File: config.mk
export PLATFORM = sky130hd
export DESIGN_NAME = line_buffer_3row
export DESIGN_NICKNAME = d
export VERILOG_FILES = /design/src/rtl/line_buffer_3row.sv
export SDC_FILE = /design/constraint.sdc
export NUM_CORES = 1
export LEC_CHECK = 0
export BUFFER_PORTS_ARGS = -buffer_cell sky130_fd_sc_hd__buf_2
export CORE_ASPECT_RATIO = 2
export CORE_MARGIN = 1.5
export CORE_UTILIZATION = 40
export DETAILED_ROUTE_END_ITERATION = 7
export PLACE_DENSITY = 0.56
export SLEW_MARGIN = 10
export SYNTH_ARGS = -nofsm -noshare
export SYNTH_HDL_FRONTEND = slang
export SYNTH_SLANG_ARGS = --single-unit
File: constraint.sdc
create_clock -name clk -period 4.05 [get_ports clk]
set_clock_uncertainty 0.1 [all_clocks]
set_input_delay 0.2025 -clock clk [delete_from_list [all_inputs] [get_ports clk]]
set_output_delay 0.2025 -clock clk [all_outputs]
set_load 0.02 [all_outputs]
File: src/rtl/line_buffer_3row.sv
// Four-slot circular row buffer that feeds 3-pixel vertical columns to the convolution window.
// Optional build macro LB_UNDERRUN_FLAG_EN adds a sticky underrun flag and a retired-row counter.
module line_buffer_3row #(
    parameter int BIT_DEPTH = 8,
    parameter int IMG_WIDTH = 28,
    parameter int COL_W     = 10
) (
    input  logic                 clk,
    input  logic                 rst,
    input  logic                 flush,
    input  logic [1:0]           stride,
    input  logic [BIT_DEPTH-1:0] s_data,
    input  logic                 s_valid,
    output logic                 s_ready,
    input  logic                 shift_buffer,
    output logic                 rows_avail,
    output logic [BIT_DEPTH-1:0] out_l1,
    output logic [BIT_DEPTH-1:0] out_l2,
    output logic [BIT_DEPTH-1:0] out_l3,
`ifdef LB_UNDERRUN_FLAG_EN
    output logic                 underrun,
    output logic [15:0]          row_count,
`endif
    output logic                 out_valid
);

    localparam int DEPTH = 4 * IMG_WIDTH;
    localparam int AW    = $clog2(DEPTH);
    localparam logic [COL_W-1:0] LAST_COL = COL_W'(IMG_WIDTH - 1);

    logic [BIT_DEPTH-1:0] mem [DEPTH];

    logic [1:0]       wr_row, rd_row;
    logic [COL_W-1:0] wr_col, rd_col;
    logic [2:0]       full_rows, full_rows_next;

    logic       clear, accept, shift_ok, row_done, retire;
    logic [1:0] eff_stride;
    logic [AW-1:0] wr_addr, rd_addr1, rd_addr2, rd_addr3;

    // Slots are laid out back to back so one flat array holds all four rows.
    function automatic logic [AW-1:0] slot_addr(input logic [1:0] row, input logic [COL_W-1:0] col);
        return AW'(int'(row) * IMG_WIDTH + int'(col));
    endfunction

    assign clear      = rst || flush;
    assign s_ready    = (full_rows < 3'd4);
    assign rows_avail = (full_rows >= 3'd3);
    assign accept     = s_valid && s_ready;
    assign shift_ok   = shift_buffer && rows_avail;
    assign row_done   = accept && (wr_col == LAST_COL);
    assign retire     = shift_ok && (rd_col == LAST_COL);
    assign eff_stride = (stride == 2'd0) ? 2'd1 : stride;

    assign wr_addr  = slot_addr(wr_row, wr_col);
    assign rd_addr1 = slot_addr(rd_row, rd_col);
    assign rd_addr2 = slot_addr(rd_row + 2'd1, rd_col);
    assign rd_addr3 = slot_addr(rd_row + 2'd2, rd_col);

    // A row completing and a row retiring in the same cycle must net out.
    always_comb begin
        full_rows_next = full_rows;
        if (row_done)
            full_rows_next = full_rows_next + 3'd1;
        if (retire)
            full_rows_next = full_rows_next - {1'b0, eff_stride};
    end

    always_ff @(posedge clk) begin
        if (accept && !clear)
            mem[wr_addr] <= s_data;
    end

    always_ff @(posedge clk) begin
        if (clear) begin
            wr_row    <= 2'd0;
            wr_col    <= '0;
            rd_row    <= 2'd0;
            rd_col    <= '0;
            full_rows <= 3'd0;
            out_valid <= 1'b0;
            out_l1    <= '0;
            out_l2    <= '0;
            out_l3    <= '0;
        end else begin
            full_rows <= full_rows_next;
            out_valid <= shift_ok;
            if (accept) begin
                if (row_done) begin
                    wr_col <= '0;
                    wr_row <= wr_row + 2'd1;
                end else begin
                    wr_col <= wr_col + 1'b1;
                end
            end
            if (shift_ok) begin
                out_l1 <= mem[rd_addr1];
                out_l2 <= mem[rd_addr2];
                out_l3 <= mem[rd_addr3];
                if (retire) begin
                    rd_col <= '0;
                    rd_row <= rd_row + eff_stride;
                end else begin
                    rd_col <= rd_col + 1'b1;
                end
            end
        end
    end

`ifdef LB_UNDERRUN_FLAG_EN
    always_ff @(posedge clk) begin
        if (clear) begin
            underrun  <= 1'b0;
            row_count <= 16'd0;
        end else begin
            if (shift_buffer && !rows_avail)
                underrun <= 1'b1;
            if (retire)
                row_count <= row_count + 16'd1;
        end
    end
`endif

endmodule
# After elaboration in Yosys (flattened, before gate mapping)
# Memories as Yosys holds them, arrays and structs flattened. A register that Yosys moved wholly into a read port is not among the register bits.
# Cells that the tools add are included.
# classes
addsub	12
multipliers	4
magnitude_cmp	2
eq_ne	2
muxes	7
n_reduce_logical	10
# ops
cell	n
7-bit adder	4
10-bit by 1-bit adder with 10-bit output (second input constant)	2
10-bit by 5-bit equality test with 1-bit output (second input constant)	2
2-bit by 3-bit multiplier with 5-bit output (second input constant)	4
10-bit 2-to-1 mux	2
3-bit 2-to-1 mux	2
1-bit logical AND	5
2-bit by 1-bit adder with 2-bit output (second input constant)	2
2-bit AND reduction	2
3-bit by 1-bit adder with 3-bit output (second input constant)	1
3-bit by 2-bit >= comparator with 1-bit output (second input constant)	1
3-bit less-than comparator (second input constant)	1
3-bit by 2-bit subtractor with 3-bit output	1
2-bit adder	1
2-bit adder (second input constant)	1
2-bit zero test	1
1-bit 2-to-1 mux	2
2-bit 2-to-1 mux	1
1-bit zero test	1
1-bit logical OR	1
# word_totals
register_bits	28
ramBits	896
in_bits	15
output_inout_bits	27
word_cells	44
mem_count	1
# mem_list
memory	depth	word_bits	read_ports	rd_clocked_by_memory_dff	wr	line	text
mem	112	8	3	3	1	31	logic [BIT_DEPTH-1:0] mem [DEPTH];

# Logic depth before layout (Yosys ltp)
# Gate-level depths: netlist of the first run.
# depth
depth_word	6
depth_mapped	14
mapped_depth_nobuf	10

# Least setup slack after synthesis of the first run
# OpenSTA, ideal clock, no wires.
# synth_path
kind	reg2reg
from	register rd_row[0]
to	register out_l2[0], read port of mem
setup_ns	0.118
arrival_time_ns	3.554
path_slack_ns	0.279
path_stages_with_launch	12
synth_period_minus_slack_ns	3.771
cell_sequence	dfxtp_1 > inv_1 > ha_1 > xnor2_1 > fa_1 > buf_2 > inv_2 > buf_1 > mux4_2 > a221oi_1 > o31ai_1 > o2111a_1
# synth_between
elab_chain_cells	3
# synth_rtl
element	line	text
start: declaration	33	logic [1:0] wr_row, rd_row;
start signal: assignment	102	rd_row <= rd_row + eff_stride;
2-bit by 1-bit adder with 2-bit output	57	assign rd_addr2 = slot_addr(rd_row + 2'd1, rd_col);
2-bit by 3-bit multiplier with 5-bit output	43	return AW'(int'(row) * IMG_WIDTH + int'(col));
7-bit adder	43	
end: declaration	18	output logic [BIT_DEPTH-1:0] out_l2,
# No other way between the ends.
# A chain may end at the register's enable or synchronous reset.

# Worst setup path in the final report of the first run
# layout_path
from	register rd_row[0]
to	register out_l2[7], read port of mem
# Same word-level chain as after synthesis.

==> results.json, run 1 <==
{
  "yosysWarnings": 0,
  "syn_nets": 2619,
  "drtPass1Iterations": 5,
  "maxSlewViolCount": 0,
  "worst_setup_path_end_kind": "flip-flop",
  "hold_path_class": "input pin to flip-flop",
  "power.share.clock_pct": 43.5,
  "wl_met1_mm": 53.82,
  "clkSlewWorstSetupHoldPaths_ns": 0.08,
  "timing.setup.tns_ns": 0,
  "syn_area_um2": 46200,
  "place.gp.congestion": 0.9644,
  "cts_sinks": 948,
  "dp_hpwl_mm": 117.6,
  "yosysSeqAreaShare_pct": 60.49,
  "leakage_nw": 17.08,
  "setup_viol": 0,
  "postCtsSetupBuffers": 0,
  "wl_mm": 158.7,
  "die_y_um": 483.6,
  "final_cell_mix": "edfxtp_1 (896), mux4_2 (455), buf_4 (327)",
  "core-area_um2": 114700,
  "worst_pin_slew_ns": 1.074,
  "finalCriticalPeriod_ns": 3.929,
  "final_common_cell": "edfxtp_1",
  "synth_edf_count": 896,
  "route.detailed.drc": 0,
  "synth-seq-cells": 948,
  "final.period_utilization_pct": 97.00,
  "peakVddDrop_v": 0.0002957,
  "fin_cells": 4455,
  "p_sw_mw": 3.999,
  "timing.critical_path.from_type": "flip-flop",
  "ff2ff_path_depth": 11,
  "p_int_mw": 15.36,
  "numPortBuffers": 41,
  "grt_max_degree": 82,
  "slew-limit-headroom_pct": 28.38,
  "top_layer": "met5",
  "fill_cells": 9636,
  "die_w_um": 243.3,
  "globalRoute.totalOverflow": 0,
  "area_growth_pct": 14.98,
  "postSynthAreaPerCell_um2": 18.00,
  "criticalPathCategory": "flip-flop to flip-flop",
  "grt_pass1_vias": 28790,
  "arrival_ns": 4.40,
  "outcome": "finished clean",
  "grt_util_all_layers_pct": 27.24,
  "vias": 27460,
  "initial_core_util_pct": 40.27,
  "drt_first_iter_violations": 2625,
  "syn_inst": 2567,
  "whs_path_depth": 1,
  "power_frac_seq_pct": 55.3,
  "dr_wl_met2_mm": 84.51,
  "io_pins": 42,
  "routedWlPerCell_um": 35.62,
  "cp_max_fo": 18,
  "h-tree-depth": 3,
  "layout-drive-gt1-share_pct": 35.50,
  "via_per_inst": 6.165,
  "cts_tree": "done",
  "cts_buffers": 86,
  "grt_pass1_wl_mm": 223.8,
  "die_area_um2": 117700,
  "rsz0062_at_grt": "false",
  "hold_viol_final": 0,
  "fmax_ghz": 0.2545,
  "ys_types": 71,
  "placed_cells": 4286,
  "final_core_util_pct": 46.30,
  "power_density_nw_per_um2": 364.5,
  "synthFlopType": "edfxtp_1",
  "rows": 176,
  "p_sw_share_pct": 20.65,
  "route.antenna.remaining_nets": 0,
  "combPwrFrac_pct": 1.2,
  "antenna_found_initial": 5,
  "root_buffer": "clkbuf_16",
  "met3_wirelength_mm": 8.013,
  "cap_violations": 0,
  "nets": 2922,
  "worstPathRequired_ns": 4.52,
  "async_flop_share_pct": 0,
  "clockBufferDepth": 3,
  "clkLatencyLatePin_ns": 0.69
}
-- stage by stage --
step	area (um^2)	hold WS, ns	setup slack [ns]	power, mW
floorplan	46200	0.2014	0.2786	10.95
global placement	50170	0.3428	-0.01170	11.13
detailed placement	50170	0.3618	-0.01646	11.15
CTS	53100	0.006885	0.04897	19.50
global route	53110	0.02524	0.01911	19.81
finish	53120	0.0002474	0.1215	19.36
-- registers in the layout, indices dropped and copies added (netlist names) --
signal and count:
out_l1 8, out_valid 1, full_rows 3, out_l2 8, wr_row 2, mem 896
rd_row 2, wr_col 10, out_l3 8, rd_col 10
-- cells in the mapped netlist (4+ instances only) --
| library cell | instances | area share, % |
|---|---|---|
| a311oi_1 | 8 | 0.15 |
| nor2b_1 | 9 | 0.12 |
| nor2_1 | 194 | 1.6 |
| nand4_1 | 12 | 0.16 |
| buf_4 | 41 | 0.67 |
| a221oi_1 | 14 | 0.27 |
| buf_1 | 7 | 0.057 |
| o41ai_1 | 4 | 0.076 |
| nand2b_1 | 6 | 0.081 |
| or2_2 | 7 | 0.095 |
| and3_1 | 12 | 0.16 |
| ha_1 | 32 | 0.87 |
| xor2_1 | 23 | 0.44 |
| a21oi_1 | 42 | 0.45 |
| a32oi_1 | 4 | 0.076 |
| nor3_1 | 17 | 0.18 |
| nor4_1 | 17 | 0.23 |
| and2_1 | 13 | 0.18 |
| a211oi_1 | 14 | 0.23 |
| fa_1 | 5 | 0.22 |
| xnor2_1 | 19 | 0.36 |
| nand2_1 | 137 | 1.1 |
| nand3_1 | 41 | 0.44 |
| a2111oi_0 | 5 | 0.095 |
| mux2_2 | 48 | 1.2 |
| a22oi_1 | 14 | 0.23 |
| mux4_2 | 455 | 22 |
| o22ai_1 | 13 | 0.18 |
| edfxtp_1 | 896 | 58 |
| buf_6 | 20 | 0.49 |
| mux2i_1 | 134 | 2.9 |
| a21o_1 | 6 | 0.097 |
| o2111ai_1 | 5 | 0.095 |
| buf_12 | 4 | 0.17 |
| o211ai_1 | 15 | 0.24 |
| buf_2 | 42 | 0.45 |
| clkbuf_1 | 60 | 0.49 |
| mux4_1 | 18 | 1.0 |
| inv_1 | 20 | 0.16 |
| a211o_1 | 6 | 0.11 |
| o21ai_0 | 24 | 0.26 |
| dfxtp_1 | 52 | 2.3 |
| a31oi_1 | 5 | 0.068 |
-- power groups by stage --
| stage | logic, mW | clock network [mW] | registers, mW |
|---|---|---|---|
| floorplan | 0.0251 | 0 | 10.9 |
| global placement | 0.211 | 0 | 10.9 |
| detailed placement | 0.225 | 0 | 10.9 |
| CTS | 0.231 | 8.56 | 10.7 |
| global route | 0.242 | 8.87 | 10.7 |
| finish | 0.229 | 8.42 | 10.7 |
-- final timing paths --
kind,startpoint,end,slack (ns)
min reg2reg,out_l2[4],out_l2[4],0.38
min,s_data[7],mem[54][7],0.0002
max reg2reg,rd_row[0],out_l2[7],0.12
max,rd_row[0],out_l2[7],0.12
-- layer usage --
layer / up-vias / track usage (%)
met4: 2 / 18.19
met2: 1101 / 48.89
li1: 11350 / -
met3: 327 / 3.959
met1: 14690 / 29.57
met5: - / 0
-- logic make-up (layout without fill, tap and decap cells) --
| group | count (synthesis) | after routing | share of synthesized area, % |
|---|---|---|---|
| AOI/OAI and AO/OA | 204 | 204 | 3.117 |
| muxes | 656 | 656 | 27.31 |
| DFF | 948 | 948 | 60.49 |
| and+or+nand+nor | 482 | 482 | 4.629 |
| other | 0 | 4 | 0 |
| xor gates and xnor gates | 42 | 42 | 0.7962 |
| buffers and inverters | 198 | 569 | 2.570 |
| adders and majority gates | 37 | 37 | 1.083 |
-- critical path, cell delays in order, from the launching register on --
cell and delay (ns):
dfxtp_1 0.34, inv_1 0.07, ha_1 0.34, xnor2_2 0.17
fa_4 0.86, buf_4 0.30, mux4_1 0.34, mux4_2 0.46
nand2_1 0.08, a21oi_1 0.08, a2111oi_1 0.52, nor4_1 0.14
-- cell type report --
cell class              instances  area (um^2)  area share [%]
multi-input cells            1421        17200           32.38
inverters                      22        82.58          0.1555
flip-flops and latches        948        27950           52.63
clock buffers                 102         2276           4.285
repair buffers                391         3151           5.931
clock inverters                54        554.3           1.043
diodes                          4        10.01         0.01884
well taps                    1513         1893           3.564
-- what timing repair did --
action	4_1_cts	5_1_grt
hold buffers	9	0
gates resized for setup	1	3
hold endpoints to repair	156	0
endpoints found under the setup margin	1	3
(Power assumes the default switching activity.)
==> run 2: changes to the inputs <==
--- a/config.mk
+++ b/config.mk
@@ -10,7 +10,6 @@
 export CORE_MARGIN = 1.5
 export CORE_UTILIZATION = 40
 export DETAILED_ROUTE_END_ITERATION = 7
-export PLACE_DENSITY = 0.56
 export SLEW_MARGIN = 10
 export SYNTH_ARGS = -nofsm -noshare
 export SYNTH_HDL_FRONTEND = slang
==> run 2 against run 1 <==
Against the previous run: maximum frequency increased by 1.2%; register-to-register slack better by 0.05 ns; final area shrank 0.23%; critical path depth increased by 1; non-clock buffer count is 7 lower; combinational power is essentially flat; sequential power about the same; via count grew 0.24%; utilization fell by 0.11 points; critical endpoint is now out_l2[0]; largest cell class unchanged; largest power group unchanged.
==> results.json, run 2 (synthesized netlist as in run 1, its figures left out) <==
{
  "cts_tree": "done",
  "grt_max_degree": 88,
  "die_y_um": 483.6,
  "final_cell_mix": "edfxtp_1 (896), mux4_2 (455), buf_4 (317)",
  "via_per_inst": 6.189,
  "die_w_um": 243.3,
  "top_usage_layer": "met2",
  "largest_reg_flops": 896,
  "r2r-end": "out_l2[0]",
  "fmax_ghz": 0.2576,
  "grt_util_all_layers_pct": 26.74,
  "cts_buffers": 84,
  "slowest_delay_ns": 0.85,
  "drtPass1Iterations": 6,
  "setup_ws_ns": 0.1687,
  "hold_path_startpoint": "s_data[7]",
  "outcome": "finished clean",
  "dp_hpwl_mm": 116.4,
  "die_area_um2": 117700,
  "numPortBuffers": 41,
  "routedWlPerCell_um": 35.21,
  "whs_ns": 0.01043,
  "root_buffer": "clkbuf_16",
  "route.antenna.remaining_nets": 0,
  "maxSlewViolCount": 0,
  "whs_path_depth": 1,
  "io_pins": 42,
  "use_met1_pct": 27.15,
  "cpMaxStageDelayCell": "fa_4",
  "final_common_cell": "edfxtp_1",
  "rsz0062_at_grt": "false",
  "rows": 176,
  "worst_pin_slew_ns": 1.192,
  "timing.critical_path.from_type": "flip-flop",
  "drt_first_iter_violations": 2736,
  "whs_endpoint": "mem[46][7]",
  "cap_violations": 0,
  "slew-limit-headroom_pct": 19.79,
  "use_met3_pct": 3.842,
  "register_area_um2": 27950,
  "worstPathRequired_ns": 4.55,
  "nets": 2913,
  "criticalPathCategory": "flip-flop to flip-flop",
  "place_area_um2": 50060,
  "h-tree-depth": 3,
  "area_growth_pct": 14.71,
  "place.gp.congestion": 1.003,
  "antenna_found_initial": 5,
  "power_density_nw_per_um2": 362.0,
  "initial_core_util_pct": 40.27,
  "cp_max_fo": 6,
  "leakage_nw": 17.02,
  "core-area_um2": 114700,
  "final.period_utilization_pct": 95.83,
  "setup_viol": 0,
  "grt_pass1_vias": 29130,
  "vias": 27530,
  "hold_viol_final": 0,
  "route.detailed.drc": 0,
  "wl_mm": 156.6,
  "clkSlewWorstSetupHoldPaths_ns": 0.08,
  "clkLatencyLatePin_ns": 0.70,
  "hold_path_class": "input pin to flip-flop",
  "rr_startpoint": "rd_row[1]",
  "ff2ff_path_depth": 12,
  "pre_cts_ws_ns": 0.01506,
  "cp_top_family": "adder cells",
  "rrSetupSlack_ns": 0.17,
  "fin_cells": 4448,
  "crit_cells": 12,
  "final_core_util_pct": 46.19,
  "clockBufferDepth": 3,
  "arrival_ns": 4.38,
  "multi_input_area_um2": 17190,
  "globalRoute.totalOverflow": 0,
  "gr-usage-met2_pct": 48.67,
  "layout-drive-gt1-share_pct": 35.27,
  "worst_setup_path_end_kind": "flip-flop",
  "fin_area_um2": 52990,
  "path_common_cell": "mux4_2",
  "finalCriticalPeriod_ns": 3.881,
  "grt_pass1_wl_mm": 219.8,
  "regMostFlops": "mem",
  "top_regs": "mem x896, rd_col x10, wr_col x10",
  "peakVddDrop_v": 0.0002823,
  "placed_cells": 4274,
  "fill_cells": 9630,
  "cts_sinks": 948,
  "cp_num_buf_inv": 3,
  "worstPathCellList": "inv_1, ha_1, xnor2_2, fa_4, buf_6, buf_4, mux4_2, mux4_2, nand2_1, and3_1, o211ai_1, o2111a_1"
}
==> run 2: timing repair <==
action,in CTS,in global routing
endpoints found under the hold margin,146,0
setup buffers,0,4
endpoints found under the setup margin,2,6
resized for setup,0,3
pin swaps,1,1
hold buffers,10,0
==> run 2: worst max path at each step <==
stage / startpoint / end / slack, ns
floorplan: rd_row[0] / out_l2[0] / 0.28
global placement: rd_row[0] / out_l2[7] / -0.009
detailed placement: rd_row[1] / out_l2[7] / 0.02
CTS: rd_row[1] / out_l2[7] / 0.02
global route: rd_row[1] / out_l2[2] / 0.004
finish: rd_row[1] / out_l2[0] / 0.17
==> run 2: metal layers <==
layer | wire length [um] | part of all wire (%)
met1 | 49880 | 32
met5 | 0 | 0
met3 | 7939 | 5.1
met2 | 84130 | 54
met4 | 14670 | 9.4
==> run 2: area by class of cell <==
class | instances | area share (%)
multi-input combinational | 1421 | 32.43
sequential | 948 | 52.75
timing repair buffer | 384 | 5.874
clock buffer | 107 | 4.266
tap | 1513 | 3.572
antenna | 3 | 0.01417
clock inverter | 50 | 0.9397
inverter | 22 | 0.1558
==> run 2: through the flow <==
stage	total power, mW	setup TNS (ns)
2_1_floorplan	10.95	0
5_1_grt	19.64	0
6_report	19.18	0
3_5_place_dp	11.15	0
3_3_place_gp	11.13	-0.008763
4_1_cts	19.32	0
==> run 2: power by group <==
group / internal (mW) / switching (mW) / total [mW]
sequential: 10.7 / 0.00215 / 10.7
clock: 4.50 / 3.74 / 8.24
combinational: 0.0319 / 0.199 / 0.231
==> run 3: changes to the inputs <==
--- a/config.mk
+++ b/config.mk
@@ -7,7 +7,7 @@
 export LEC_CHECK = 0
 export BUFFER_PORTS_ARGS = -buffer_cell sky130_fd_sc_hd__buf_2
 export CORE_ASPECT_RATIO = 2
-export CORE_MARGIN = 1.5
+export CORE_MARGIN = 2
 export CORE_UTILIZATION = 40
 export DETAILED_ROUTE_END_ITERATION = 7
 export SLEW_MARGIN = 10
==> run 3 against run 2 <==
Against the previous run: register-to-register slack got worse by 0.03 ns; sequential share of layout area rose by 0.40 points; sequential cell count did not move; clock power fell by 3.3%; critical path depth did not move; via count rose by 0.13%; worst setup slack got worse by 0.031 ns; final cell count fell by 0.65%; maximum frequency fell by 0.80%; non-clock buffer count fell by 21; global-route usage fell by 0.60 points; first-iteration DRC count rose by 0.29%; critical path type unchanged; largest cell class unchanged.
==> results.json, run 3 (synthesized netlist as in run 1, its figures left out) <==
{
  "outcome": "finished clean",
  "whs_path_depth": 1,
  "rows": 176,
  "fill_cells": 9713,
  "final.period_utilization_pct": 96.61,
  "place.gp.congestion": 1.031,
  "arrival_ns": 4.40,
  "cts_buffers": 81,
  "die_y_um": 484.6,
  "fin_area_um2": 52600,
  "timing.critical_path.from_type": "flip-flop",
  "route.detailed.drc": 0,
  "cp_max_fo": 14,
  "h-tree-depth": 3,
  "finalCriticalPeriod_ns": 3.913,
  "routedWlPerCell_um": 34.75,
  "area_growth_pct": 13.85,
  "vias": 27560,
  "core-area_um2": 114700,
  "initial_core_util_pct": 40.27,
  "timing.setup.tns_ns": 0,
  "hold_path_startpoint": "s_data[7]",
  "register_area_um2": 27950,
  "root_buffer": "clkbuf_16",
  "globalRoute.totalOverflow": 0,
  "io_pins": 42,
  "multi_input_area_um2": 17180,
  "clockBufferDepth": 3,
  "hold_viol_final": 0,
  "cpMaxStageDelayCell": "fa_4",
  "worst_setup_path_end_kind": "flip-flop",
  "top_regs": "mem x896, rd_col x10, wr_col x10",
  "dp_hpwl_mm": 112.3,
  "peakVddDrop_v": 0.0002847,
  "nets": 2889,
  "power_density_nw_per_um2": 359.4,
  "cts_tree": "done",
  "regMostFlops": "mem",
  "maxSlewViolCount": 0,
  "largest_reg_flops": 896,
  "final_core_util_pct": 45.84,
  "drt_first_iter_violations": 2744,
  "die_area_um2": 118400,
  "place_area_um2": 49850,
  "cap_violations": 0,
  "setup_ws_ns": 0.1374,
  "cp_num_buf_inv": 4,
  "ff2ff_path_depth": 12,
  "grt_max_degree": 113,
  "rr_startpoint": "rd_row[1]",
  "rsz0062_at_grt": "false",
  "worst_pin_slew_ns": 1.235,
  "drtPass1Iterations": 6,
  "layout-drive-gt1-share_pct": 34.27,
  "hold_path_class": "input pin to flip-flop",
  "path_common_cell": "buf_4",
  "final_cell_mix": "edfxtp_1 (896), mux4_2 (455), buf_4 (305)",
  "criticalPathCategory": "flip-flop to flip-flop",
  "numPortBuffers": 41,
  "clkSlewWorstSetupHoldPaths_ns": 0.07,
  "route.antenna.remaining_nets": 0,
  "wl_mm": 153.6,
  "fmax_ghz": 0.2556,
  "pre_cts_ws_ns": 0.09686,
  "slew-limit-headroom_pct": 17.09,
  "via_per_inst": 6.237,
  "worstPathRequired_ns": 4.54,
  "antenna_found_initial": 5,
  "die_w_um": 244.3,
  "worstPathCellList": "inv_1, ha_1, xnor2_1, fa_4, buf_4, buf_4, mux4_2, mux2_2, a211oi_1, buf_4, o31ai_1, o2111a_1",
  "grt_pass1_vias": 28700,
  "setup_viol": 0,
  "clkLatencyLatePin_ns": 0.69,
  "grt_pass1_wl_mm": 217.3,
  "total_power_mw": 18.90,
  "final_common_cell": "edfxtp_1",
  "leakage_nw": 16.82,
  "r2r-end": "out_l2[0]",
  "rrSetupSlack_ns": 0.14,
  "slowest_delay_ns": 0.98,
  "grt_util_all_layers_pct": 26.15,
  "cts_sinks": 948,
  "cp_top_family": "adder cells",
  "whs_endpoint": "mem[63][7]"
}
==> run 3: changes by cell type in the layout (fill, tap and decap cells not counted), moves of 2 or more <==
cell	change
clkbuf_8	-2
buf_12	-6
inv_6	-3
clkinv_2	-8
clkinv_1	+8
clkinvlp_4	-2
buf_4	-12
clkbuf_16	-2
buf_6	-2
==> run 3: through the flow <==
stage,std cells,hold slack [ns]
after global routing,4417,0.05452
after global placement,4255,0.3861
final,4419,0.03036
after CTS,4414,0.01286
after detailed placement,4255,0.4045
after floorplan,2567,0.2014
==> run 3: timing repair <==
item | 4_1_cts | 5_1_grt
buffers inserted | 0 | 2
gates resized for setup | 0 | 3
hold endpoints to repair | 123 | 0
endpoints found under the setup margin | 0 | 5
hold buffers | 10 | 0
==> run 3: cell type report <==
class	instances	area share, %
Sequential cell	948	53.15
Multi-Input combinational cell	1421	32.66
Timing Repair Buffer	363	5.429
Clock buffer	105	4.206
Tap cell	1513	3.599
Clock inverter	44	0.7827
Inverter	22	0.1570
Antenna cell	3	0.01427
==> run 3: power by group <==
group | switching (mW) | internal, mW | total, mW | leakage, nW
Clock | 3.64 | 4.33 | 7.97 | 1.28
Sequential | 0.00222 | 10.7 | 10.7 | 8.47
Combinational | 0.199 | 0.0308 | 0.230 | 7.07
Total | 3.84 | 15.1 | 18.9 | 16.8
==> run 3: worst reg2reg max path: stages (launching register included) <==
cell and delay [ns]:
dfxtp_1 0.33, inv_1 0.09, ha_1 0.32, xnor2_1 0.17, fa_4 0.98, buf_4 0.21, buf_4 0.14, mux4_2 0.29
mux2_2 0.28, a211oi_1 0.41, buf_4 0.26, o31ai_1 0.09, o2111a_1 0.15
==> run 3: metal layers <==
metal  GRT usage, %  vias up  part of all wire (%)
met5              0        -                0.0085
met2          46.61     1225                    53
met4          19.64        2                   9.0
met1          27.41    14690                    32
met3          4.343      380                   5.9
li1               -    11270                     -
==> run 3: worst max-delay path by stage <==
stage	depth (start not counted)	endpoint	slack [ns]	start
global route	11	out_l2[7]	0.03	rd_row[0]
detailed placement	11	out_l2[5]	0.1	rd_row[1]
finish	12	out_l2[0]	0.14	rd_row[1]
floorplan	11	out_l2[0]	0.28	rd_row[0]
CTS	11	out_l2[5]	0.07	rd_row[1]
global placement	11	out_l2[5]	0.11	rd_row[0]
